[src/rtl/div_seq_if.sv]
// Request/response bundle for the sequential divider: operands and start in,
// busy/done handshake plus quotient, remainder and flags out.
interface div_seq_if #(parameter int width = 6);
  logic                 start;
  logic [2*width-1:0]   a;
  logic [width-1:0]     b;
  logic                 sel;
  logic                 busy;
  logic                 done;
  logic [width-1:0]     q;
  logic [width-1:0]     r;
  logic                 dbz;
  logic                 ovf;

  modport master (output start, a, b, sel, input busy, done, q, r, dbz, ovf);
  modport slave  (input start, a, b, sel, output busy, done, q, r, dbz, ovf);
endinterface

[src/rtl/div_seq.sv]
// Sequential restoring divider: 2*width-bit dividend by width-bit divisor,
// unsigned or signed (truncating), fixed width+2 cycle latency.
module div_seq #(
  parameter int width = 6
) (
  input logic      clk,
  input logic      rst,
  div_seq_if.slave bus
);

  localparam int cw = (width > 2) ? $clog2(width) : 1;
  localparam logic [cw-1:0]      cnt_one  = cw'(1);
  localparam logic [cw-1:0]      cnt_init = cw'(width - 1);
  localparam logic [width-1:0]   one_w    = width'(1);
  localparam logic [2*width-1:0] one_a    = (2*width)'(1);
  localparam logic [width-1:0]   ones_w   = {width{1'b1}};
  localparam logic [width-1:0]   zero_w   = {width{1'b0}};

  typedef enum logic [1:0] {
    IDLE = 2'd0,
    CALC = 2'd1,
    FIX  = 2'd2,
    DONE = 2'd3
  } state_t;

  state_t            state_r;
  logic [cw-1:0]     cnt_r;
  logic [width-1:0]  rem_r;
  logic [width-1:0]  sh_r;
  logic [width-1:0]  ub_r;
  logic [width-1:0]  alo_r;
  logic              sel_r;
  logic              sa_r;
  logic              sb_r;
  logic              dbz_r;
  logic              ovfhi_r;

  logic [2*width-1:0] ua_s;
  logic [width-1:0]   ub_s;
  logic [width:0]     trial_s;
  logic               fit_s;
  logic               neg_s;
  logic               ovfraw_s;
  logic [width-1:0]   qfix_s;
  logic [width-1:0]   rfix_s;
  logic               ovffix_s;

  // Operand magnitudes and the per-step trial compare of the restoring loop.
  always_comb begin
    ua_s = bus.a;
    ub_s = bus.b;
    if (bus.sel && bus.a[2*width-1]) begin
      ua_s = ~bus.a + one_a;
    end else begin
      ua_s = bus.a;
    end
    if (bus.sel && bus.b[width-1]) begin
      ub_s = ~bus.b + one_w;
    end else begin
      ub_s = bus.b;
    end
    trial_s = {rem_r, sh_r[width-1]};
    fit_s   = (trial_s >= {1'b0, ub_r});
  end

  // Sign correction and flag resolution applied in the FIX cycle.
  always_comb begin
    neg_s    = sa_r ^ sb_r;
    ovfraw_s = 1'b0;
    qfix_s   = sh_r;
    rfix_s   = rem_r;
    ovffix_s = 1'b0;
    // A negative result may reach 2^(width-1); a positive one stops one short.
    if (!sel_r) begin
      ovfraw_s = ovfhi_r;
    end else if (ovfhi_r) begin
      ovfraw_s = 1'b1;
    end else if (neg_s) begin
      ovfraw_s = sh_r[width-1] && (|sh_r[width-2:0]);
    end else begin
      ovfraw_s = sh_r[width-1];
    end
    if (dbz_r) begin
      qfix_s   = ones_w;
      rfix_s   = alo_r;
      ovffix_s = 1'b0;
    end else if (ovfraw_s) begin
      qfix_s   = ones_w;
      rfix_s   = zero_w;
      ovffix_s = 1'b1;
    end else begin
      qfix_s   = neg_s ? (~sh_r + one_w) : sh_r;
      rfix_s   = sa_r ? (~rem_r + one_w) : rem_r;
      ovffix_s = 1'b0;
    end
  end

  // Control FSM, iteration datapath and registered outputs.
  always_ff @(posedge clk or posedge rst) begin
    if (rst) begin
      state_r  <= IDLE;
      cnt_r    <= {cw{1'b0}};
      rem_r    <= zero_w;
      sh_r     <= zero_w;
      ub_r     <= zero_w;
      alo_r    <= zero_w;
      sel_r    <= 1'b0;
      sa_r     <= 1'b0;
      sb_r     <= 1'b0;
      dbz_r    <= 1'b0;
      ovfhi_r  <= 1'b0;
      bus.busy <= 1'b0;
      bus.done <= 1'b0;
      bus.q    <= zero_w;
      bus.r    <= zero_w;
      bus.dbz  <= 1'b0;
      bus.ovf  <= 1'b0;
    end else begin
      case (state_r)
        IDLE: begin
          if (bus.start) begin
            sel_r    <= bus.sel;
            sa_r     <= bus.sel & bus.a[2*width-1];
            sb_r     <= bus.sel & bus.b[width-1];
            rem_r    <= ua_s[2*width-1:width];
            sh_r     <= ua_s[width-1:0];
            ub_r     <= ub_s;
            alo_r    <= bus.a[width-1:0];
            dbz_r    <= (bus.b == zero_w);
            ovfhi_r  <= (ua_s[2*width-1:width] >= ub_s);
            cnt_r    <= cnt_init;
            bus.busy <= 1'b1;
            state_r  <= CALC;
          end
        end
        CALC: begin
          rem_r <= fit_s ? (trial_s[width-1:0] - ub_r) : trial_s[width-1:0];
          sh_r  <= {sh_r[width-2:0], fit_s};
          if (cnt_r == {cw{1'b0}}) begin
            state_r <= FIX;
          end else begin
            cnt_r <= cnt_r - cnt_one;
          end
        end
        FIX: begin
          bus.q    <= qfix_s;
          bus.r    <= rfix_s;
          bus.dbz  <= dbz_r;
          bus.ovf  <= ovffix_s;
          bus.done <= 1'b1;
          state_r  <= DONE;
        end
        DONE: begin
          bus.done <= 1'b0;
          bus.busy <= 1'b0;
          state_r  <= IDLE;
        end
        default: begin
          bus.done <= 1'b0;
          bus.busy <= 1'b0;
          state_r  <= IDLE;
        end
      endcase
    end
  end

endmodule

[src/flat_wrapper.sv]
// flat-port wrapper written by rule: the top's interface ports become plain ports
module div_seq_flat 
#(
  parameter int width = 6
)
  (clk, rst, bus_start, bus_a, bus_b, bus_sel, bus_busy, bus_done, bus_q, bus_r, bus_dbz, bus_ovf);
  div_seq_if #(.width(width)) bus_i ();
  input logic clk;
  input logic rst;
  input wire logic [$bits(bus_i.start)-1:0] bus_start;
  input wire logic [$bits(bus_i.a)-1:0] bus_a;
  input wire logic [$bits(bus_i.b)-1:0] bus_b;
  input wire logic [$bits(bus_i.sel)-1:0] bus_sel;
  output wire logic [$bits(bus_i.busy)-1:0] bus_busy;
  output wire logic [$bits(bus_i.done)-1:0] bus_done;
  output wire logic [$bits(bus_i.q)-1:0] bus_q;
  output wire logic [$bits(bus_i.r)-1:0] bus_r;
  output wire logic [$bits(bus_i.dbz)-1:0] bus_dbz;
  output wire logic [$bits(bus_i.ovf)-1:0] bus_ovf;
  assign bus_i.start = bus_start;
  assign bus_i.a = bus_a;
  assign bus_i.b = bus_b;
  assign bus_i.sel = bus_sel;
  assign bus_busy = bus_i.busy;
  assign bus_done = bus_i.done;
  assign bus_q = bus_i.q;
  assign bus_r = bus_i.r;
  assign bus_dbz = bus_i.dbz;
  assign bus_ovf = bus_i.ovf;
  div_seq #(.width(width)) u_core (.clk(clk), .rst(rst), .bus(bus_i));
endmodule
[config.mk]
export PLATFORM = sky130hd
export DESIGN_NAME = div_seq_flat
export DESIGN_NICKNAME = d
export VERILOG_FILES = /design/src/rtl/div_seq_if.sv /design/src/rtl/div_seq.sv /design/src/flat_wrapper.sv
export SDC_FILE = /design/constraint.sdc
export NUM_CORES = 1
export LEC_CHECK = 0
export BUFFER_PORTS_ARGS = -buffer_cell sky130_fd_sc_hd__buf_2
export CORE_UTILIZATION = 53
export DETAILED_ROUTE_END_ITERATION = 8
export GPL_TIMING_DRIVEN = 1
export HOLD_SLACK_MARGIN = 0.02
export PLACE_DENSITY_LB_ADDON = 0.12
export SYNTH_ARGS = -nofsm -noshare
export SYNTH_HDL_FRONTEND = slang
export SYNTH_SLANG_ARGS = --single-unit
[constraint.sdc]
create_clock -name clk -period 2.2 [get_ports clk]
set_clock_uncertainty 0.1 [all_clocks]
set_input_delay 0.44 -clock clk [delete_from_list [all_inputs] [get_ports clk]]
set_output_delay 0.44 -clock clk [all_outputs]
set_load 0.01 [all_outputs]
==> results of run 1 <==
-- flip-flops by register name (all words and copies together) (netlist names), 2 cells and up --
register        flops
u_core.alo_r        6
u_core.bus.q        6
u_core.bus.r        6
u_core.cnt_r        3
u_core.rem_r        6
u_core.sh_r         6
u_core.state_r      2
u_core.ub_r         6
-- critical path, cell delays in order --
cell	delay [ns]
buf_6	0.09
or4_4	0.56
o41ai_4	0.26
xnor2_2	0.16
ha_1	0.25
a21o_1	0.17
a21oi_2	0.14
o21a_1	0.12
o21ai_1	0.08
-- report_power, final --
group	internal, mW	total [mW]	switching (mW)
Clock	0.340	0.645	0.305
Combinational	1.71	3.73	2.02
Sequential	1.37	1.69	0.327
Total	3.42	6.07	2.65
-- metal layers --
| metal | share of wire, % | track usage [%] | vias to the layer above |
|---|---|---|---|
| met2 | 48 | 42.6 | 75 |
| met3 | 4.0 | 3.93 | 15 |
| met4 | 2.2 | 8.39 | 0 |
| met1 | 46 | 34.9 | 1430 |
| met5 | 0 | 0 | - |
| li1 | - | - | 1491 |
-- what timing repair did --
item                       CTS  global route
pin swaps                    1             8
gates resized for setup      3            17
setup endpoints to repair    1             8
buffers inserted             0             1
-- logic make-up after synthesis --
logic type	Yosys count	share of synthesized area, %
fa+ha+maj	24	9.26
xor+xnor	19	5.23
buf+inv	45	5.19
compound gates	107	20.2
flops	50	37.6
mux	16	5.12
simple gates	115	17.3
-- synthesized netlist by cell type (2+ instances only) --
| cell type | number |
|---|---|
| buf_2 | 3 |
| nor3_1 | 5 |
| or2_2 | 2 |
| mux2_2 | 7 |
| clkbuf_1 | 12 |
| nor3_2 | 2 |
| a21oi_1 | 28 |
| inv_1 | 29 |
| o22ai_1 | 2 |
| a31oi_1 | 10 |
| or4_1 | 4 |
| or3_1 | 2 |
| nor2_1 | 36 |
| o32a_1 | 2 |
| nor2b_1 | 8 |
| nor3b_1 | 3 |
| nand4_1 | 3 |
| a221oi_1 | 2 |
| dfrtp_1 | 50 |
| a21o_1 | 3 |
| o31ai_1 | 5 |
| o21a_1 | 5 |
| mux2i_1 | 8 |
| xnor2_1 | 12 |
| or4_4 | 2 |
| xor2_1 | 6 |
| nand2_1 | 32 |
| ha_1 | 23 |
| nand3b_1 | 2 |
| o21ai_0 | 21 |
| nand2b_1 | 2 |
| nand3_1 | 4 |
| o41ai_2 | 2 |
| o21ai_1 | 12 |
| a22oi_1 | 4 |
| a211o_1 | 2 |
| nor4_1 | 3 |
-- area by class of cell --
class                      instances  area (sq um)
multi-input combinational        281          1990
clock inverter                     2          37.5
tap                               75          93.8
clock buffer                       6          72.6
inverter                          29           109
timing repair buffer              84           557
sequential                        50          1250
fill                             475          1880
-- how the worst min path moves through the flow --
stage | endpoint | cells after the start
after floorplan | u_core.ub_r[2] | 2
after global placement | u_core.bus.done | 2
after detailed placement | u_core.bus.done | 2
after CTS | u_core.bus.dbz | 2
after global routing | u_core.rem_r[1] | 2
final | u_core.bus.dbz | 2
==> results.toml, run 1 <==
[worst_setup_path]
regToRegEndpoint = "u_core.rem_r[2]"
path_class = "input pin to register"
required_ns = 2.28
rrSetupSlack_ns = 0.13
cp_max_fo = 2
crit_end = "u_core.ovfhi_r"
startpoint_type = "input pin"
end_kind = "register"
rr_startpoint = "u_core.ub_r[0]"
crit_path_start = "bus_a[2]"
reg2reg_depth = 6
arrival_ns = 2.28

[grt]
grt_usage_pct = 26.0
grt.overflow.total = 0
grt_max_degree = 24
grt_pass1_wl_mm = 12.8
grt_pass1_vias = 2699
antenna_found_initial = 0

[synthesis]
synth_area_sq_um = 3330
synth_nets = 422
synthArstFlopShare_pct = 100
yosysWarnings = 0
synth_ff_type = "dfrtp_1"
synthTopCellsByArea = "dfrtp_1 (38%), ha_1 (8.7%), a21oi_1 (4.2%), nor2_1 (4.1%), nand2_1 (3.6%)"
synth_cell_types = 55
synth_top_area_share_pct = 37.6
synth_seq_cells = 50
seq_area_frac_synth_pct = 37.6
synth_edf_count = 0
yosys.area.top_type = "dfrtp_1"
synthCells = 376
avgSynthCellArea_sq_um = 8.84

[clocking]
clk_latency_ns = 0.30
cts_max_level = 2
cts_buffers = 5
clock-root-buffer = "clkbuf_8"
clk_pin_slew_ns = 0.09
cts.sinks = 50
cts_tree = "built"
cts_max_path_buffers = 2
cts-hold-fix-buffers = 0

[timing]
finalCriticalPeriod_ns = 2.20
period_share_pct = 100
tightest_slew_ns = 0.538
hold_slack_ns = 0.0627
max-slew-margin-rel_pct = 64.1
fmaxAchievable_mhz = 454
setup_ws_ns = -0.000535
hold_viol_final = 0
slew_violations = 0
rsz0062_at_grt = "true"
setup_viol_count_final = 1
setup_tns_ns = -0.000535

[layout]
final_cell_mix = "dfrtp_1 (50), buf_4 (46), nor2_1 (36), buf_2 (36), nand2_1 (32)"
finalNetCount = 497
drive_above_1_share_pct = 27.4
syn_to_final_growth_pct = 23.7
fin_util_pct = 68.7
final_cells = 527
fin_area_sq_um = 4110
antenna_cells = 0
layout_commonest_cell = "dfrtp_1"

[routing]
ant_nets = 0
routed_wl_mm = 8.15
wl_per_cell_um = 15.5
drc = 0
drt_first_iter_violations = 147
vias = 3011
first_pass_iters = 5
vias_per_cell = 5.71

[power]
p_total_mw = 6.07
p_per_area_nw_per_um2 = 1480
leakage_nw = 1.94
vdd_ir_drop_max_v = 0.000795

[floorplanning]
fp.dieH_um = 81.2
rows = 28
floorplan.initialDensity_pct = 55.5
die_area_sq_um = 6600
die_x_um = 81.2
core-area_sq_um = 5990
io_pins = 38

[job]
drv_cap = 0

[outcome]
violations = "negative setup slack"
status = "complete, but fails checks"

[placed_design]
gp_congestion = 0.897
port-buffer-count = 37
dpl_worst_slack_ns = -0.362
placed_area_sq_um = 3900
post-dp-hpwl_mm = 6.46
placed_cells_incl_taps = 518

[min_path]
hold_path.class = "input pin to asynchronous set/reset pin"
No activity file was read; power rests on OpenSTA's default activity.
==> inputs of run 2 (changes only) <==
ABC_AREA = 1   (was default)
CORE_UTILIZATION = 54   (was 53)
==> run 2 against run 1 <==
Clock power shrank 9.5%. Non-clock buffer count shrank 33. Synthesized cell count grew 26%. Final area shrank 5.2%. Cell count grew 13%. Fmax grew 11%. Worst hold slack lost 0.053 ns. Critical endpoint unchanged. The run now ends clean. Wire length shrank 5.2%. Clock-buffer cell count shrank 1. Setup slack gained 0.21 ns.
==> results.toml, run 2 <==
[placed_design]
post-dp-hpwl_mm = 6.14
gp_congestion = 0.905
port-buffer-count = 37
placed_cells_incl_taps = 587
dpl_worst_slack_ns = -0.0928

[routing]
vias = 3053
routed_wl_mm = 7.73
drc = 0
ant_nets = 0
first_pass_iters = 5
vias_per_cell = 5.13
wl_per_cell_um = 13.0
drt_first_iter_violations = 206

[job]
drv_cap = 0

[worst_setup_path]
crit_slowest_cell = "ha_1"
path_class = "input pin to register"
startpoint_type = "input pin"
rr_startpoint = "u_core.rem_r[3]"
rrSetupSlack_ns = 0.29
required_ns = 2.31
crit_buf_inv = 3
cp_max_fo = 4
crit_path_start = "bus_a[0]"
crit_family = "simple AND/OR/NAND/NOR gates"
end_kind = "register"
regToRegEndpoint = "u_core.rem_r[2]"
slowest_delay_ns = 0.28
worstSetupPathDepth = 14
path_cells = "buf_2 > inv_1 > ha_1 > nand3_1 > nand2_4 > nand3_1 > and2_1 > ha_1 > nand2_1 > inv_1 > o211ai_1 > o2111ai_1 > nand2_1 > nand2_1"
arrival_ns = 2.09
reg2reg_depth = 10
crit_path_frequent_cell = "nand2_1"

[floorplanning]
fp.dieH_um = 82.2
floorplan.initialDensity_pct = 57.3
die_x_um = 82.2
io_pins = 38
core-area_sq_um = 6060
die_area_sq_um = 6760
rows = 28

[layout]
multi_input_area_sq_um = 1880
syn_to_final_growth_pct = 12.3
drive_above_1_share_pct = 18.8
finalNetCount = 565
fin_util_pct = 64.3
layout_commonest_cell = "nand2_1"
fill_cells = 568
ff_latch_area_sq_um = 1250
antenna_cells = 0
final_cells = 595
final_cell_mix = "nand2_1 (114), inv_1 (61), nor2_1 (51)"

[grt]
grt_pass1_vias = 2785
grt_pass1_wl_mm = 13.0
grt_usage_pct = 25.7
antenna_found_initial = 0
grt_max_degree = 32
grt.overflow.total = 0

[outcome]
status = "completed"

[clocking]
clk_pin_slew_ns = 0.11
cts_max_level = 2
clock-root-buffer = "clkbuf_8"
ctsResizeCount = 0
cts_tree = "built"
cts_max_path_buffers = 2
cts.sinks = 50
cts_buffers = 5
cts_setup_buffers = 0
clk_latency_ns = 0.32
cts-hold-fix-buffers = 0

[power]
pwr-share-clk_pct = 10.8
p_switching_mw = 2.66
p_per_area_nw_per_um2 = 1390
power_frac_seq_pct = 30.3
power.internal_mw = 2.77
vdd_ir_drop_max_v = 0.000746
swShare_pct = 49.0
leakage_nw = 2.12
p_comb_share_pct = 58.9

[synthesis]
synth_top_area_share_pct = 36.0
avgSynthCellArea_sq_um = 7.36
synthArstFlopShare_pct = 100
yosys.area_share.simple_pct = 31.1
synth.mux.area_fraction_pct = 0
synth-xor-area-share_pct = 3.49
synth_nets = 518
yosys.area.top_type = "dfrtp_1"
yosysWarnings = 0
synthAdderAreaFrac_pct = 8.86
synthCells = 472
synthTopCellsByArea = "dfrtp_1 (36%), nand2_1 (12%), ha_1 (8.3%), inv_1 (6.7%), nand3_1 (5.8%)"
synth_ff_type = "dfrtp_1"
ys_top_cells_by_count = "nand2_1 (114), inv_1 (62), nor2_1 (51), dfrtp_1 (50), nand3_1 (40)"
synth.most_common_cell = "nand2_1"
synth_cell_types = 42
seq_area_frac_synth_pct = 36.0
synth_top_family_by_area = "simple AND/OR/NAND/NOR gates"
synth_edf_count = 0
synth_compound_gate_area_share_pct = 10.7
synth_area_sq_um = 3470
synth_seq_cells = 50

[timing]
max-slew-margin-rel_pct = 70.0
period_share_pct = 90.3
rsz0062_at_grt = "false"
setup_tns_ns = 0
finalCriticalPeriod_ns = 1.99
setup_viol_count_final = 0
slew_violations = 0
fmaxAchievable_mhz = 504
setup_ws_ns = 0.214
hold_viol_final = 0
tightest_slew_ns = 0.449

[min_path]
hold_path.class = "input pin to asynchronous set/reset pin"
[run 2: cell types whose count changed after synthesis, moves of 11 or more]
cell,previous run,this run
inv_1,29,62
nand2_1,32,114
nand3_1,4,40
nand2_2,0,11
nor2_1,36,51
o21ai_0,21,37
a21oi_1,28,12
[run 2: metrics by stage]
step / power (mW) / cell area, sq um / hold slack (ns)
2_1_floorplan: 4.07 / 3470 / 0.353
3_3_place_gp: 4.77 / 3800 / 0.363
3_5_place_dp: 4.86 / 3800 / 0.373
4_1_cts: 5.46 / 3900 / 0.0218
5_1_grt: 6.04 / 3900 / 0.0482
6_report: 5.43 / 3900 / 0.00986
[run 2: worst max path at each step]
stage	end
floorplan	u_core.ovfhi_r
global placement	u_core.ovfhi_r
detailed placement	u_core.ovfhi_r
CTS	u_core.ovfhi_r
global route	u_core.rem_r[3]
finish	u_core.ovfhi_r
[run 2: cells by family after synthesis]
| kind of cell | after synthesis |
|---|---|
| simple gates | 238 |
| fa+ha+maj | 24 |
| xor+xnor | 13 |
| compound gates | 64 |
| buf+inv | 83 |
| flops | 50 |
[run 2: power groups by stage]
stage,clock [mW],combinational [mW],sequential (mW)
6_report,0.584,3.20,1.65
5_1_grt,0.635,3.71,1.70
4_1_cts,0.597,3.22,1.64
3_5_place_dp,0,3.20,1.66
3_3_place_gp,0,3.12,1.64
2_1_floorplan,0,2.43,1.65
[run 2: layout make-up]
| type | instances | share of cell area (%) |
|---|---|---|
| clock buffer | 5 | 1.76 |
| clock inverter | 3 | 0.738 |
| inverter | 72 | 6.99 |
| multi-input combinational | 339 | 48.3 |
| sequential | 50 | 32.1 |
| tap | 75 | 2.41 |
| timing repair buffer | 51 | 7.76 |
[run 2: layer usage]
layer | up-vias | part of all wire [%] | global-route usage, %
met3 | 9 | 4.1 | 3.96
met2 | 80 | 44 | 40.2
met1 | 1378 | 50 | 36.6
met4 | 0 | 1.5 | 7.37
met5 | - | 0 | 0
li1 | 1586 | - | -
[run 2: worst reg2reg max path: cells and delay by family (launching register included)]
| family | cells | cell delay [ns] |
|---|---|---|
| adder cells (fa/ha/maj) | 1 | 0.36 |
| AO/OA/AOI/OAI | 1 | 0.20 |
| AND/OR/NAND/NOR | 8 | 0.73 |
| flip-flops | 1 | 0.48 |
